==> src/rtl/btb_pkg.sv <==
// Shared types and helpers for the branch target buffer.
// Counter state encodings, default widths, entry layout, PC field extraction.
package btb_pkg;

    localparam logic [1:0] SNT = 2'b00;
    localparam logic [1:0] WNT = 2'b01;
    localparam logic [1:0] WT  = 2'b10;
    localparam logic [1:0] ST  = 2'b11;

    localparam int BTB_PC_W    = 32;
    localparam int BTB_INDEX_W = 4;
    localparam int BTB_TAG_W   = BTB_PC_W - BTB_INDEX_W - 2;

    // Layout of one entry at the default geometry.
    typedef struct packed {
        logic                 valid;
        logic [BTB_TAG_W-1:0] tag;
        logic [BTB_PC_W-1:0]  target;
        logic [1:0]           ctr;
    } btb_entry_t;

    // Word-aligned index: pc[iw+1:2]. Caller truncates to its index width.
    function automatic logic [63:0] pc_idx(input logic [63:0] pc,
                                           input int unsigned  iw);
        return (pc >> 2) & ((64'd1 << iw) - 64'd1);
    endfunction

    // Tag: everything above the index. Caller truncates to its tag width.
    function automatic logic [63:0] pc_tag(input logic [63:0] pc,
                                           input int unsigned  iw);
        return pc >> (iw + 2);
    endfunction

endpackage

==> src/rtl/btb_predictor_sat_counter2.sv <==
// Next state of a 2-bit saturating direction counter.
// Ports: ctr_i current state, taken_i resolved direction, ctr_o next state.
module sat_counter2
    import btb_pkg::*;
(
    input  logic [1:0] ctr_i,
    input  logic       taken_i,
    output logic [1:0] ctr_o
);

    always_comb begin
        ctr_o = ctr_i;
        unique case (1'b1)
            taken_i && ctr_i != ST:  ctr_o = ctr_i + 2'd1;
            !taken_i && ctr_i != SNT: ctr_o = ctr_i - 2'd1;
            default:                 ctr_o = ctr_i;
        endcase
    end

endmodule

==> src/rtl/btb_predictor.sv <==
// Direct-mapped BTB with 2-bit counters: zero-latency lookup for IF,
// EX-stage resolve (flush/hit/redirect), table update and mispredict count.
// Ports: clk/rst; if_pc -> pred_hit/pred_target; ex_* resolve inputs ->
// flush/hit/redirect_pc; mispredict_cnt statistics.
module btb_predictor
    import btb_pkg::*;
#(
    parameter int PC_W    = 32,
    parameter int INDEX_W = 4,
    parameter int CNT_W   = 16
) (
    input  logic             clk,
    input  logic             rst,
    input  logic [PC_W-1:0]  if_pc,
    output logic             pred_hit,
    output logic [PC_W-1:0]  pred_target,
    input  logic             ex_valid,
    input  logic             ex_is_branch,
    input  logic [PC_W-1:0]  ex_pc,
    input  logic             ex_taken,
    input  logic [PC_W-1:0]  ex_target,
    input  logic             ex_pred_hit,
    input  logic [PC_W-1:0]  ex_pred_target,
    output logic             flush,
    output logic             hit,
    output logic [PC_W-1:0]  redirect_pc,
    output logic [CNT_W-1:0] mispredict_cnt
);

    localparam int TAG_W = PC_W - INDEX_W - 2;
    localparam int N     = 1 << INDEX_W;

    logic [N-1:0]      valid_q;
    logic [TAG_W-1:0]  tag_q [N];
    logic [PC_W-1:0]   tgt_q [N];
    logic [1:0]        ctr_q [N];
    logic [CNT_W-1:0]  cnt_q, cnt_d;

    logic [INDEX_W-1:0] if_idx, ex_idx;
    logic [TAG_W-1:0]   if_tag, ex_tag;
    logic               br, match, mispredict;
    logic [1:0]         ctr_d;

    assign if_idx = INDEX_W'(pc_idx(64'(if_pc), INDEX_W));
    assign if_tag = TAG_W'(pc_tag(64'(if_pc), INDEX_W));
    assign ex_idx = INDEX_W'(pc_idx(64'(ex_pc), INDEX_W));
    assign ex_tag = TAG_W'(pc_tag(64'(ex_pc), INDEX_W));

    // Lookup reads registered state only: no bypass of a same-cycle update.
    assign pred_hit    = valid_q[if_idx] && (tag_q[if_idx] == if_tag)
                         && ctr_q[if_idx][1];
    assign pred_target = tgt_q[if_idx];

    assign br          = ex_valid && ex_is_branch;
    assign flush       = br && (ex_taken || ex_pred_hit);
    assign hit         = br && ex_pred_hit && ex_taken
                         && (ex_pred_target == ex_target);
    assign redirect_pc = ex_taken ? ex_target : ex_pc + PC_W'(4);

    assign mispredict = br && ((ex_taken != ex_pred_hit)
                        || (ex_taken && ex_pred_hit
                            && (ex_pred_target != ex_target)));

    assign match = valid_q[ex_idx] && (tag_q[ex_idx] == ex_tag);
    assign cnt_d = cnt_q + CNT_W'(mispredict);

    sat_counter2 u_ctr (
        .ctr_i   (ctr_q[ex_idx]),
        .taken_i (ex_taken),
        .ctr_o   (ctr_d)
    );

    always_ff @(posedge clk) begin
        if (rst) begin
            valid_q <= '0;
            for (int i = 0; i < N; i++) ctr_q[i] <= WNT;
            cnt_q <= '0;
        end else begin
            cnt_q <= cnt_d;
            if (br) begin
                if (match) begin
                    ctr_q[ex_idx] <= ctr_d;
                    if (ex_taken) tgt_q[ex_idx] <= ex_target;
                end else if (ex_taken) begin
                    valid_q[ex_idx] <= 1'b1;
                    tag_q[ex_idx]   <= ex_tag;
                    tgt_q[ex_idx]   <= ex_target;
                    ctr_q[ex_idx]   <= WT;
                end
            end
        end
    end

    assign mispredict_cnt = cnt_q;

endmodule

==> config.mk <==
export PLATFORM = sky130hd
export DESIGN_NAME = btb_predictor
export DESIGN_NICKNAME = d
export VERILOG_FILES = /design/src/rtl/btb_pkg.sv /design/src/rtl/btb_predictor_sat_counter2.sv /design/src/rtl/btb_predictor.sv
export SDC_FILE = /design/constraint.sdc
export NUM_CORES = 1
export LEC_CHECK = 0
export CORE_ASPECT_RATIO = 0.75
export CORE_MARGIN = 5
export CORE_UTILIZATION = 55
export DETAILED_ROUTE_END_ITERATION = 10
export GPL_ROUTABILITY_DRIVEN = 1
export MAX_ROUTING_LAYER = met4
export PLACE_DENSITY_LB_ADDON = 0.05
export SLEW_MARGIN = 20
export SYNTH_ARGS = -nofsm -noshare
export SYNTH_HDL_FRONTEND = slang
export SYNTH_HIERARCHICAL = 1
export SYNTH_SLANG_ARGS = --single-unit
==> constraint.sdc <==
create_clock -name clk -period 5 [get_ports clk]
set_input_delay 1 -clock clk [delete_from_list [all_inputs] [get_ports clk]]
set_output_delay 1 -clock clk [all_outputs]
set_load 0.005 [all_outputs]
==> report_table.html <==
<table>
<tr><th>Metric</th><th>Value</th></tr>
<tr><th colspan="2">Power</th></tr>
<tr><td>Overall power consumption</td><td>17.8 mW</td></tr>
<tr><td>Cell leakage power</td><td>17.3 nW</td></tr>
<tr><td>Cell Pwr Density</td><td>336 mW/mm^2</td></tr>
<tr><td>Worst VDD drop</td><td>0.250 mV</td></tr>
<tr><th colspan="2">Setup path</th></tr>
<tr><td>Worst path bufs/invs</td><td>3</td></tr>
<tr><td>Stages on the worst setup path</td><td>10</td></tr>
<tr><td>Critical path's slowest cell</td><td>sky130_fd_sc_hd__clkdlybuf4s50_1</td></tr>
<tr><td>Cell depth of the worst flop-to-flop path</td><td>11</td></tr>
<tr><td>Reg-to-Reg Start</td><td>tag_q[9][19]</td></tr>
<tr><td>Nature of the critical path startpoint</td><td>input port</td></tr>
<tr><td>Data arrival time of the critical path</td><td>3.96 ns</td></tr>
<tr><td>Series of cell instances along the critical path</td><td>clkdlybuf4s50_1 -&gt; and3_1 -&gt; nand2_1 -&gt; nor3_2 -&gt; nand2_1 -&gt; nor3_1 -&gt; buf_4 -&gt; xnor2_1 -&gt; o21ai_1 -&gt; clkdlybuf4s50_1</td></tr>
<tr><td>Slack of the worst reg-to-reg path</td><td>1.12 ns</td></tr>
<tr><td>Setup Crit Path Kind</td><td>input port to output pin</td></tr>
<tr><td>Crit path largest cell delay</td><td>0.66 ns</td></tr>
<tr><td>Critical path endpoint category</td><td>output pin</td></tr>
<tr><td>Timing startpoint of the critical path</td><td>ex_pc[4]</td></tr>
<tr><td>Required time of the critical path</td><td>4.00 ns</td></tr>
<tr><td>Crit path max fanout</td><td>5</td></tr>
<tr><td>Capture instance of the worst register-to-register path</td><td>tag_q[3][11]</td></tr>
<tr><td>Capturing element of the worst setup path</td><td>redirect_pc[26]</td></tr>
<tr><td>Delay-heaviest family, CP</td><td>buffers and inverters</td></tr>
<tr><th colspan="2">Synth</th></tr>
<tr><td>Proportion of synthesized chip area in sequential cells</td><td>67.2%</td></tr>
<tr><td>Distinct cell type count after synthesis</td><td>68</td></tr>
<tr><td>Synthesized area per cell</td><td>19.5 sq um</td></tr>
<tr><td>Top flip-flop cell by instance count after synthesis</td><td>sky130_fd_sc_hd__edfxtp_1</td></tr>
<tr><td>Synth warn</td><td>6</td></tr>
<tr><td>Post-synth ARST share</td><td>0%</td></tr>
<tr><td>Number of instances in the synthesized netlist</td><td>2246</td></tr>
<tr><td>Number of nets produced by synthesis</td><td>2388</td></tr>
<tr><td>Largest cells by area after synthesis</td><td>sky130_fd_sc_hd__edfxtp_1 (66%), sky130_fd_sc_hd__mux4_2 (20%), sky130_fd_sc_hd__xnor2_1 (1.7%), sky130_fd_sc_hd__mux2i_1 (1.5%), sky130_fd_sc_hd__dfxtp_1 (1.5%)</td></tr>
<tr><td>Fraction of synthesized cell area taken by the top area cell type</td><td>65.7%</td></tr>
<tr><td>Library cell with the largest summed area after synthesis</td><td>sky130_fd_sc_hd__edfxtp_1</td></tr>
<tr><td>Synth Cell Area</td><td>0.0439 sq mm</td></tr>
<tr><td>Number of flops mapped to enable cells by yosys</td><td>960</td></tr>
<tr><td>Number of flip-flops and latches in the synthesized netlist</td><td>992</td></tr>
<tr><th colspan="2">GRT</th></tr>
<tr><td>Antenna violations before repair</td><td>3</td></tr>
<tr><td>Congestion Overflow GR</td><td>0</td></tr>
<tr><td>Vias in the first global route</td><td>25421</td></tr>
<tr><td>Pin count of the biggest net entering global routing</td><td>52</td></tr>
<tr><td>First-pass GRT wire length</td><td>184000 microns</td></tr>
<tr><td>Total global routing track utilization</td><td>31.5%</td></tr>
<tr><th colspan="2">Place</th></tr>
<tr><td>Count of input and output buffers</td><td>214</td></tr>
<tr><td>Placer's final routability congestion estimate</td><td>1.00</td></tr>
<tr><td>Detailed-placement wirelength estimate</td><td>84600 microns</td></tr>
<tr><td>Number of placed instances with taps included</td><td>3628</td></tr>
<tr><th colspan="2">Die</th></tr>
<tr><td>CORE AREA</td><td>0.0788 sq mm</td></tr>
<tr><td>Vertical die dimension</td><td>255 microns</td></tr>
<tr><td>Initial Utilization</td><td>55.7%</td></tr>
<tr><td>Die outline area</td><td>0.0856 sq mm</td></tr>
<tr><td>Boundary pin count</td><td>217</td></tr>
<tr><td>DIE WIDTH</td><td>336 microns</td></tr>
<tr><td>Floorplan row count</td><td>89</td></tr>
<tr><th colspan="2">STA</th></tr>
<tr><td>Clock skew</td><td>0.0216 ns</td></tr>
<tr><td>Max-Slew Margin vs Limit</td><td>32.6%</td></tr>
<tr><td>Unrepaired setup endpoints after global routing</td><td>false</td></tr>
<tr><td>Number of max-slew violations in the final report</td><td>0</td></tr>
<tr><td>Hold violation count in the final report</td><td>0</td></tr>
<tr><td>Period utilization</td><td>99.2%</td></tr>
<tr><td>Final critical path time including I/O delays and setup</td><td>4.96 ns</td></tr>
<tr><td>Maximum clock rate</td><td>202 MHz</td></tr>
<tr><td>Final number of setup-violating endpoints</td><td>0</td></tr>
<tr><td>Transition at the pin with the smallest max-transition slack</td><td>1.00 ns</td></tr>
<tr><th colspan="2">Clock tree</th></tr>
<tr><td>Clock network latency to the later pin of the worst-skew pair</td><td>0.67 ns</td></tr>
<tr><td>Worst-case clock buffer depth</td><td>3</td></tr>
<tr><td>Clock edge transition at the registers on the reported setup and hold paths</td><td>0.06 ns</td></tr>
<tr><td>Number of H-tree levels</td><td>3</td></tr>
<tr><td>Number of hold buffers added after cts</td><td>0</td></tr>
<tr><td>TritonCTS buffer count</td><td>94</td></tr>
<tr><td>Sinks on Clock Net</td><td>992</td></tr>
<tr><td>Root buffer selected by CTS</td><td>sky130_fd_sc_hd__clkbuf_16</td></tr>
<tr><td>CTS tree</td><td>yes</td></tr>
<tr><th colspan="2">Cells and area</th></tr>
<tr><td>Sequential cell area</td><td>0.0295 sq mm</td></tr>
<tr><td>Layout-stage area growth over the synthesis result</td><td>20.5%</td></tr>
<tr><td>Multi-input gate area</td><td>0.0137 sq mm</td></tr>
<tr><td>Proportion of layout cells with a drive suffix above 1</td><td>31.6%</td></tr>
<tr><td>Cell Count, Final, Fillers Out</td><td>3816</td></tr>
<tr><td># nets final</td><td>2833</td></tr>
<tr><td>Number of fill cells in the layout</td><td>5197</td></tr>
<tr><th colspan="2">Outcome</th></tr>
<tr><td>Run status</td><td>finished, final reports clean</td></tr>
<tr><th colspan="2">Route</th></tr>
<tr><td>Vias per inst</td><td>6.71</td></tr>
<tr><td>Antenna-violating nets left</td><td>0</td></tr>
<tr><td>First-pass detailed-route iteration total</td><td>6</td></tr>
<tr><td>Post-detailed-routing wire length</td><td>130000 microns</td></tr>
<tr><td>Routed via count</td><td>25592</td></tr>
<tr><td>Number of remaining DRC errors</td><td>0</td></tr>
<tr><td>Starting DRC count in detailed routing</td><td>3778</td></tr>
<tr><td>Avg WL per Cell</td><td>34.0 microns</td></tr>
<tr><th colspan="2">Worst hold path</th></tr>
<tr><td>Worst Min Path Start</td><td>valid_q[15]</td></tr>
<tr><td>Min-delay worst type</td><td>register to register</td></tr>
<tr><th colspan="2">Flow run</th></tr>
<tr><td>Max-cap check violation count</td><td>0</td></tr>
</table>
-- cell usage in the layout (no fill, tap or decap), types with 33 or more instances in the layout --
| cell | netlist | layout |
|---|---|---|
| sky130_fd_sc_hd__edfxtp_1 | 960 | 960 |
| sky130_fd_sc_hd__buf_4 | 20 | 206 |
| sky130_fd_sc_hd__nor2_1 | 75 | 60 |
| sky130_fd_sc_hd__buf_12 | 2 | 69 |
| sky130_fd_sc_hd__xnor2_1 | 85 | 85 |
| sky130_fd_sc_hd__mux2i_1 | 65 | 65 |
| sky130_fd_sc_hd__mux4_2 | 387 | 387 |
| sky130_fd_sc_hd__o21ai_0 | 46 | 44 |
| sky130_fd_sc_hd__nand2_1 | 96 | 96 |
| sky130_fd_sc_hd__nand3_1 | 33 | 33 |
| sky130_fd_sc_hd__clkdlybuf4s50_1 | 0 | 200 |
| sky130_fd_sc_hd__clkbuf_16 | 0 | 95 |
| sky130_fd_sc_hd__xor2_1 | 48 | 46 |
-- metrics by stage --
stage / TNS (ns) / util (%) / cell area [sq um] / worst slack [ns] / hold WS (ns)
after floorplan: 0 / - / 43900 / 0.0479 / 0.444
after global placement: -2.57 / 62.9 / 49600 / -0.536 / 0.461
after detailed placement: -2.67 / 62.9 / 49600 / -0.524 / 0.469
after CTS: -0.0444 / 67.0 / 52800 / -0.0222 / 0.478
after global routing: 0 / 67.0 / 52900 / 0.00242 / 0.498
final: 0 / 67.0 / 52900 / 0.0420 / 0.480
-- cell usage after synthesis (all sizes together), types with 8 or more instances --
| library cell | n |
|---|---|
| edfxtp | 960 |
| mux4 | 399 |
| nand2 | 96 |
| xnor2 | 85 |
| buf | 80 |
| nor2 | 75 |
| clkbuf | 66 |
| mux2i | 65 |
| o21ai | 49 |
| inv | 48 |
| xor2 | 48 |
| nand3 | 33 |
| dfxtp | 32 |
| nand4 | 21 |
| a21oi | 18 |
| o22ai | 17 |
| a31o | 15 |
| and3 | 14 |
| o211ai | 14 |
| a22oi | 11 |
| nor3 | 11 |
| nor4 | 11 |
| ha | 8 |
-- where the power goes --
part | total (mW) | internal, mW | switching (mW) | leakage, nW
logic | 1.66 | 0.777 | 0.879 | 6.92
clock network | 6.93 | 3.87 | 3.06 | 1.43
registers | 9.17 | 9.15 | 0.0172 | 8.91
-- registers in the layout, summed over array words and instances, names as in the netlist --
signal / flops
ctr_q: 32
mispredict_cnt: 16
tag_q: 416
tgt_q: 512
valid_q: 16
-- cell type report --
cell class,count,share of cell area [%]
Clock buffer,118,4.66
Antenna cell,2,0.00947
Sequential cell,992,55.8
Inverter,48,0.341
Tap cell,1046,2.48
Multi-Input combinational cell,1060,25.9
Clock inverter,55,0.947
Timing Repair Buffer,495,9.90
-- worst reg2reg max path: cells and delay by family (launching register included) --
kind                   cells  cell delay (ns)
buffers and inverters      3             0.70
flip-flops                 1             0.40
AND/OR/NAND/NOR            3             1.08
multiplexers               2             0.69
AO/OA/AOI/OAI              3             0.73
-- routing by layer --
metal | track usage (%) | vias up | wire, microns | share of wire, %
met5 | - | - | 0 | 0
met4 | 6.38 | 0 | 2800 | 2.2
met3 | 10.0 | 199 | 17500 | 14
met2 | 44.2 | 1672 | 56900 | 44
met1 | 46.5 | 13475 | 52500 | 40
li1 | - | 10246 | - | -
-- worst min path at each step --
| stage | endpoint | slack (ns) | cells after the start |
|---|---|---|---|
| after CTS | valid_q[15] | 0.48 | 2 |
| after floorplan | valid_q[15] | 0.44 | 2 |
| after detailed placement | valid_q[15] | 0.47 | 2 |
| final | valid_q[15] | 0.48 | 2 |
| after global routing | valid_q[15] | 0.50 | 2 |
| after global placement | valid_q[15] | 0.46 | 2 |
-- cells by family (layout without fill, tap and decap cells) --
family / count (synthesis) / count (layout) / synth area share [%]
AO/OA/AOI/OAI: 162 / 162 / 2.58
adder cells (fa/ha/maj): 8 / 8 / 0.228
other: 0 / 2 / 0
multiplexers: 470 / 470 / 22.2
XOR/XNOR: 133 / 133 / 2.65
flip-flops: 992 / 992 / 67.2
AND/OR/NAND/NOR: 287 / 287 / 3.08
buffers and inverters: 194 / 716 / 2.07
-- what timing repair did --
action	in CTS	in global routing
buffers inserted	10	2
resized for setup	19	12
cloned	2	0
pin swaps	5	1
endpoints found under the setup margin	18	34
Note: power is estimated with default switching activity, not from simulation.
